--- src/rtl/btn_counter_pkg.sv ---
// ============================================================================
// Package : btn_counter_pkg
// Brief   : Shared debounce state encoding and counter widths for the
//           push-button step counter.
// Rev     : 1.0  initial release
// ============================================================================
`default_nettype none

package btn_counter_pkg;

    localparam int DEB_CNT_W = 4;

    typedef enum logic [1:0] {
        ST_IDLE         = 2'd0,
        ST_PRESS_WAIT   = 2'd1,
        ST_PRESSED      = 2'd2,
        ST_RELEASE_WAIT = 2'd3
    } deb_state_t;

endpackage : btn_counter_pkg

`default_nettype wire

--- src/rtl/btn_pulse_gen.sv ---
// ============================================================================
// Module : btn_pulse_gen
// Brief  : Two-flop synchroniser plus tick-driven debounce FSM; emits a
//          one-clock load pulse per accepted button press.
// Rev    : 1.0  initial release
// ============================================================================
`default_nettype none

module btn_pulse_gen
    import btn_counter_pkg::*;
#(
    parameter int DEB_TICKS = 4
) (
    input  logic clk,
    input  logic rst_n,
    input  logic tick,
    input  logic btn_in,
    output logic load
);

    localparam logic [DEB_CNT_W-1:0] c_DEB_TICKS = DEB_CNT_W'(DEB_TICKS);
    localparam logic [DEB_CNT_W-1:0] c_ONE       = DEB_CNT_W'(1);

    logic                 r_sync1;
    logic                 r_sync2;
    deb_state_t           r_state;
    deb_state_t           w_state_nxt;
    logic [DEB_CNT_W-1:0] r_deb_cnt;
    logic [DEB_CNT_W-1:0] w_deb_cnt_nxt;
    logic [DEB_CNT_W-1:0] w_deb_cnt_inc;
    logic                 r_load;
    logic                 w_load_nxt;

    assign w_deb_cnt_inc = r_deb_cnt + c_ONE;

    always_ff @(posedge clk or negedge rst_n) begin
        if (!rst_n) begin
            r_sync1 <= 1'b0;
            r_sync2 <= 1'b0;
        end else begin
            r_sync1 <= btn_in;
            r_sync2 <= r_sync1;
        end
    end

    always_ff @(posedge clk or negedge rst_n) begin
        if (!rst_n) begin
            r_state   <= ST_IDLE;
            r_deb_cnt <= '0;
            r_load    <= 1'b0;
        end else begin
            r_state   <= w_state_nxt;
            r_deb_cnt <= w_deb_cnt_nxt;
            r_load    <= w_load_nxt;
        end
    end

    // Any sample that disagrees with the level being qualified restarts the run.
    always_comb begin
        w_state_nxt   = r_state;
        w_deb_cnt_nxt = r_deb_cnt;
        w_load_nxt    = 1'b0;
        if (tick) begin
            case (r_state)
                ST_IDLE: begin
                    if (r_sync2) begin
                        if (c_DEB_TICKS == c_ONE) begin
                            w_state_nxt   = ST_PRESSED;
                            w_deb_cnt_nxt = '0;
                            w_load_nxt    = 1'b1;
                        end else begin
                            w_state_nxt   = ST_PRESS_WAIT;
                            w_deb_cnt_nxt = c_ONE;
                        end
                    end
                end
                ST_PRESS_WAIT: begin
                    if (!r_sync2) begin
                        w_state_nxt   = ST_IDLE;
                        w_deb_cnt_nxt = '0;
                    end else if (w_deb_cnt_inc == c_DEB_TICKS) begin
                        w_state_nxt   = ST_PRESSED;
                        w_deb_cnt_nxt = '0;
                        w_load_nxt    = 1'b1;
                    end else begin
                        w_deb_cnt_nxt = w_deb_cnt_inc;
                    end
                end
                ST_PRESSED: begin
                    if (!r_sync2) begin
                        if (c_DEB_TICKS == c_ONE) begin
                            w_state_nxt   = ST_IDLE;
                            w_deb_cnt_nxt = '0;
                        end else begin
                            w_state_nxt   = ST_RELEASE_WAIT;
                            w_deb_cnt_nxt = c_ONE;
                        end
                    end
                end
                ST_RELEASE_WAIT: begin
                    if (r_sync2) begin
                        w_state_nxt   = ST_PRESSED;
                        w_deb_cnt_nxt = '0;
                    end else if (w_deb_cnt_inc == c_DEB_TICKS) begin
                        w_state_nxt   = ST_IDLE;
                        w_deb_cnt_nxt = '0;
                    end else begin
                        w_deb_cnt_nxt = w_deb_cnt_inc;
                    end
                end
                default: begin
                    w_state_nxt   = ST_IDLE;
                    w_deb_cnt_nxt = '0;
                end
            endcase
        end
    end

    assign load = r_load;

endmodule : btn_pulse_gen

`default_nettype wire

--- src/rtl/btn_step_counter.sv ---
// ============================================================================
// Module : btn_step_counter
// Brief  : Up/down step counter advanced by a debounced push-button, with
//          wrap pulse. Define BTN_CNT_SAT_EN for saturating instead of modular.
// Rev    : 1.0  initial release
// ============================================================================
`default_nettype none

module btn_step_counter
    import btn_counter_pkg::*;
#(
    parameter int WIDTH     = 4,
    parameter int DEB_TICKS = 4
) (
    input  logic             clk,
    input  logic             rst_n,
    input  logic             tick,
    input  logic             btn_in,
    input  logic             dir,
    input  logic             clr,
    input  logic [WIDTH-1:0] step,
    output logic [WIDTH-1:0] cnt,
    output logic [WIDTH-1:0] cnt_next,
    output logic             load,
    output logic             wrap
);

    logic [WIDTH-1:0] r_cnt;
    logic             r_wrap;
    logic             w_load;
    logic [WIDTH:0]   w_sum;
    logic [WIDTH:0]   w_diff;
    logic             w_ovf;
    logic [WIDTH-1:0] w_res;
    logic [WIDTH-1:0] w_next;

    btn_pulse_gen #(
        .DEB_TICKS (DEB_TICKS)
    ) u_pulse_gen (
        .clk    (clk),
        .rst_n  (rst_n),
        .tick   (tick),
        .btn_in (btn_in),
        .load   (w_load)
    );

    // The extra top bit carries out on up-count and borrows on down-count.
    assign w_sum  = {1'b0, r_cnt} + {1'b0, step};
    assign w_diff = {1'b0, r_cnt} - {1'b0, step};
    assign w_ovf  = dir ? w_diff[WIDTH] : w_sum[WIDTH];

    always_comb begin
        w_res = dir ? w_diff[WIDTH-1:0] : w_sum[WIDTH-1:0];
`ifdef BTN_CNT_SAT_EN
        if (w_ovf) begin
            w_res = dir ? '0 : '1;
        end
`endif
    end

    assign w_next = clr ? '0 : w_res;

    always_ff @(posedge clk or negedge rst_n) begin
        if (!rst_n) begin
            r_cnt  <= '0;
            r_wrap <= 1'b0;
        end else if (w_load) begin
            r_cnt  <= w_next;
            r_wrap <= w_ovf & ~clr;
        end else begin
            r_wrap <= 1'b0;
        end
    end

    assign cnt      = r_cnt;
    assign cnt_next = w_next;
    assign load     = w_load;
    assign wrap     = r_wrap;

endmodule : btn_step_counter

`default_nettype wire

--- config.mk ---
export PLATFORM = sky130hd
export DESIGN_NAME = btn_step_counter
export DESIGN_NICKNAME = d
export VERILOG_FILES = /design/src/rtl/btn_counter_pkg.sv /design/src/rtl/btn_pulse_gen.sv /design/src/rtl/btn_step_counter.sv
export SDC_FILE = /design/constraint.sdc
export NUM_CORES = 1
export LEC_CHECK = 0
export CAP_MARGIN = 20
export CORE_MARGIN = 2
export CORE_UTILIZATION = 54
export CTS_BUF_LIST = sky130_fd_sc_hd__clkbuf_8 sky130_fd_sc_hd__clkbuf_16
export CTS_CLUSTER_DIAMETER = 120
export DETAILED_ROUTE_END_ITERATION = 7
export PLACE_DENSITY = 0.83
export REMOVE_ABC_BUFFERS = 1
export SLEW_MARGIN = 5
export SYNTH_ARGS = -nofsm -noshare
export SYNTH_HDL_FRONTEND = slang
export SYNTH_SLANG_ARGS = --single-unit
--- constraint.sdc ---
create_clock -name clk -period 4.4 [get_ports clk]
set_clock_uncertainty 0.05 [all_clocks]
set_input_delay 0.44 -clock clk [delete_from_list [all_inputs] [get_ports clk]]
set_output_delay 0.44 -clock clk [all_outputs]
set_load 0.05 [all_outputs]
Word level (Yosys, flattened, before mapping)
Cells that the tools add are included.
{ "totals": {"ff_bits": 14, "input_bits": 10, "wordCells": 44} }
{ "classes": {"n_reduce_logical": 3, "n_eq_ne": 8, "addsub": 3, "n_mux": 21, "n_bitwise": 2} }
{ "ops": {"columns": ["op", "n"], "rows": [
  ["2-to-1 mux 4 bit", 7],
  ["one-hot mux 4 bit (4 select lines)", 1],
  ["2-to-1 mux 2 bit", 6],
  ["one-hot mux 2 bit (4 select lines)", 1],
  ["2-to-1 mux 1 bit", 6],
  ["adder 4 x 4 -> 5 bit", 1],
  ["AND reduction 5 bit", 1],
  ["subtractor 4 x 4 -> 5 bit", 1],
  ["adder 4 x 1 -> 4 bit (second input constant)", 1],
  ["== test 2 bit (second input constant)", 2],
  ["== test 4 x 3 -> 1 bit (second input constant)", 1],
  ["inequality test 3 x 1 -> 1 bit (second input constant)", 1],
  ["inequality test 3 bit (second input constant)", 1],
  ["AND reduction 3 bit", 1],
  ["== test 2 x 1 -> 1 bit (second input constant)", 1],
  ["logical NOT 2 bit", 1],
  ["inequality test 2 x 1 -> 1 bit (second input constant)", 1],
  ["inequality test 2 bit (second input constant)", 1],
  ["AND 1 bit", 1],
  ["NOT 1 bit", 1]
]} }

Logic depth before layout (Yosys ltp)
{ "logic_depth": {"ltp_word": 6, "mapped_depth": 7} }

Hierarchy
From an unflattened synthesis, not the netlist that was laid out.
{ "hier_totals": {"hier_cells": 97, "area_unflattened_um2": 964.7} }
{ "by_module_without_submodules": {"columns": ["mod", "n_inst", "area_each_um2", "cells_per_inst"], "rows": [
  ["btn_step_counter", 1, 504.2, 54],
  ["btn_pulse_gen", 1, 460.4, 43]
]} }

Worst setup path before layout
Ideal clock, no wire load.
{ "synth_path": {"path_kind": "register -> output", "start": "reg r_cnt[0], in the netlist cnt[0]", "end": "out cnt_next[1]", "path_buffers": 0, "path_stages_with_launch": 6, "slack_ns": 1.145, "arrival_ns": 2.765, "t_required_ns": 3.910, "path_cell_list": "dfrtp_1 > ha_1 > inv_1 > fa_1 > and2b_2 > a211oi_1"} }
{ "synth_between": {"elab_chain_len": 3} }
{ "synth_rtl": {"columns": ["item", "line", "source"], "rows": [
  ["from (decl)", "btn_step_counter.sv:28", "logic [WIDTH-1:0] r_cnt;"],
  ["from (signal assigned)", "btn_step_counter.sv:68", "r_cnt <= w_next;"],
  ["adder 4 x 4 -> 5 bit or subtractor 4 x 4 -> 5 bit (tied branches)", "btn_step_counter.sv:48, btn_step_counter.sv:49", null],
  ["2-to-1 mux 4 bit (*)", "btn_step_counter.sv:53", "w_res = dir ? w_diff[WIDTH-1:0] : w_sum[WIDTH-1:0];"],
  ["2-to-1 mux 4 bit (*)", "btn_step_counter.sv:61", "assign w_next = clr ? '0 : w_res;"],
  ["to (decl)", "btn_step_counter.sv:23", "output logic [WIDTH-1:0] cnt_next,"]
]} }
Mark *: on every way between the ends. The rest lies on a longest branch, timed or not.

Worst setup path in the final report
{ "layout_path": {"start": "in step[1]", "end": "out cnt_next[3]"} }
{ "layout_between": {"elab_chain_len": 3} }
{ "layout_rtl": {"columns": ["item", "line", "source"], "rows": [
  ["from (decl)", "btn_step_counter.sv:21", "input logic [WIDTH-1:0] step,"],
  ["adder 4 x 4 -> 5 bit or subtractor 4 x 4 -> 5 bit (tied branches)", "btn_step_counter.sv:48, btn_step_counter.sv:49", null],
  ["2-to-1 mux 4 bit (*)", "btn_step_counter.sv:53", null],
  ["2-to-1 mux 4 bit (*)", "btn_step_counter.sv:61", null]
]} }
Marked as above.

==> metrics.cfg <==
[clock_network]
cts.htree.levels = 1
clk_pin_slew_ns = 0.05
postCtsResizedCells = 0
insertion_delay_ns = 0.24
cts_sinks = 14
cts_made_buffers = 3
cts_tree = yes
cts_setup_buffers = 0
clk_path_buf_depth = 2
hold_buffers = 0
cts_root_buffer = clkbuf_8

[hold_path]
holdPathEnd = u_pulse_gen.r_sync2
worstHoldPathType = flop to flop
hold_path_depth = 0
worstHoldStart = u_pulse_gen.r_sync1

[critical_path]
critical_path_class = input port to output port
path_max_fanout = 4
crit_arrival_ns = 3.11
r2r-start = cnt[0]
regToRegEndpoint = cnt[2]
cp-end-kind = output port
cp-start-kind = input port
reg2reg_depth = 7
required_ns = 3.91
r2r_slack_ns = 2.35

[die]
die-area_um2 = 2180
core-area_um2 = 1730
fp-row-count = 15
die_y_um = 46.7
io_pins = 20
start_util_pct = 57.0
die_x_um = 46.7

[placed_design]
hpwlAfterDp_um = 1550
io_buffers = 19
place_ws_ns = 0.831
place_congestion = 0.809

[detailed_routing]
wirelength_um = 1990
drt_pass1_iterations = 4
drt-initial-drc-count = 14
vias_per_cell = 5.50
ant_nets = 0
drcViolationCount = 0
wire_per_inst_um = 13.7
vias = 797

[logic_synthesis]
ys_warn_count = 0
syn-cell-area_um2 = 983
synth_top_family_by_area = simple AND/OR/NAND/NOR gates
syn-mean-instance-area_um2 = 10.0
synthSimpleGateAreaFrac_pct = 21.8
synth_seq_cells = 14
ys_seq_area_share_pct = 35.6
yosysUniqueCellTypes = 38
netlist_instances = 98
ys.flop_type = dfrtp_1
synth-xor-area-share_pct = 1.78
ys_async_sr_fraction_pct = 100
muxShareOfSynthArea_pct = 3.31
synth_compound_area_share_pct = 16.5
synth_fa_ha_area_share_pct = 16.8
synth_edf_count = 0

[outcome]
outcome = finished, final reports clean

[power_and_ir_drop]
power_leakage_uw = 0.000577
p_int_uw = 284
power.switching_uw = 145
pwr-share-seq_pct = 39.5
vdd_ir_drop_max_v = 0.000293
p_clk_share_pct = 28.3
power.density_cell_area_nw_per_um2 = 344
pwr-share-comb_pct = 32.2
switching_share_pct = 33.8

[sta]
setup_tns_ns = 0
finalCriticalPeriod_ns = 3.60
rsz0062_at_grt = no
period_share_pct = 81.8
clock.fmax_mhz = 278
finalSetupViolations = 0
drv_slew = 0
fin_ws_ns = 0.800
max_slew_margin_pct = 59.3
worst_pin_slew_ns = 0.609
hold_violations = 0

[cells_and_area]
multi_input_area_um2 = 592
drive_gt1_share_pct = 12.5
syn2layout_area_growth_pct = 27.0
seqCellArea_um2 = 350
fillers = 143
antenna-diode-count = 0
nNetsFinal = 143

[global_routing]
gr-total-overflow = 0
grt.total_usage_pct = 22.6
grt_pass1_wl_um = 3500
grtUsageMet2_pct = 39.2
first_global_vias = 795
use_met3_pct = 6.27
met1_usage_pct = 28.1
antenna_found_initial = 0
busiest_layer = met2
grt_max_degree = 15

[job]
drv_cap = 0

-- per-layer routing --
layer | share of wire (%) | wire, um | vias to the layer above
met3 | 4.0 | 80 | 0
met2 | 49 | 982 | 21
met5 | 0 | 0 | -
met1 | 46 | 922 | 385
met4 | 0 | 0 | 0
li1 | - | - | 391
-- worst max-delay path by stage --
stage	endpoint	startpoint	depth (start not counted)
floorplan	cnt_next[1]	cnt[0]	5
global placement	cnt_next[3]	step[1]	8
detailed placement	cnt_next[3]	step[1]	8
CTS	cnt_next[3]	step[1]	8
global route	cnt_next[3]	step[1]	8
finish	cnt_next[3]	step[1]	8
-- cell families after synthesis --
family | after synthesis
adder cells (fa/ha/maj) | 12
AND/OR/NAND/NOR | 36
flip-flops | 14
buffers and inverters | 9
multiplexers | 3
XOR/XNOR | 2
AO/OA/AOI/OAI | 22
-- critical path, cell delays in order --
cell             delay [ns]
clkdlybuf4s50_1        0.54
inv_1                  0.10
ha_1                   0.30
and2b_2                0.15
nor3_1                 0.07
or4_1                  0.52
a21oi_1                0.17
clkdlybuf4s50_1        0.82
-- layout make-up --
| class | instances | area share [%] |
|---|---|---|
| tap | 25 | 2.51 |
| sequential | 14 | 28.1 |
| clock buffer | 4 | 4.41 |
| multi-input combinational | 75 | 47.4 |
| inverter | 8 | 2.40 |
| timing repair buffer | 19 | 15.2 |
-- state kept, by name, summed over array words and instances (netlist names), named ones only --
name                   count
cnt                        4
u_pulse_gen.r_deb_cnt      4
u_pulse_gen.load           1
u_pulse_gen.r_state        1
u_pulse_gen.r_sync1        1
u_pulse_gen.r_sync2        1
wrap                       1
-- stage by stage --
stage,hold WS [ns],cells,util (%),power [uW],cell area (um2)
2_1_floorplan,0.0944,97,-,259,972
3_3_place_gp,0.285,141,69.1,301,1190
3_5_place_dp,0.291,141,69.1,307,1190
4_1_cts,0.304,145,72.3,434,1250
5_1_grt,0.315,145,72.3,458,1250
6_report,0.299,145,72.3,430,1250
-- cell usage in the layout (no fill, tap or decap), types with 3 or more instances in the layout --
| cell | count |
|---|---|
| and2b_1 | 3 |
| clkbuf_8 | 4 |
| clkdlybuf4s50_1 | 19 |
| dfrtp_1 | 14 |
| ha_1 | 10 |
| inv_1 | 8 |
| nand2_1 | 7 |
| nand3_1 | 3 |
| nor2_1 | 6 |
| nor2b_1 | 3 |
| o21ai_0 | 7 |
-- power groups by stage --
stage | Combinational, uW | Sequential (uW) | Clock, uW
after global routing | 153 | 171 | 134
after global placement | 132 | 169 | 0
final | 139 | 170 | 122
after CTS | 139 | 169 | 127
after detailed placement | 136 | 171 | 0
after floorplan | 84.0 | 175 | 0
-- synthesized netlist by cell type (2+ instances only) --
master   instances  area [um2]
nor2b_1          3        18.8
nor4b_1          2        17.5
nand2_1          7        26.3
nand3_1          3        15.0
xor2_1           2        17.5
mux2_2           2        22.5
or4_1            2        15.0
fa_1             2        40.0
nor2_1           6        22.5
inv_1            8        30.0
and2b_1          3        22.5
a21oi_1          2        10.0
o21ai_0          7        35.0
o21a_1           2        15.0
ha_1            10         125
dfrtp_1         14         350
and2b_2          2        17.5
No activity file was read; power rests on OpenSTA's default activity.
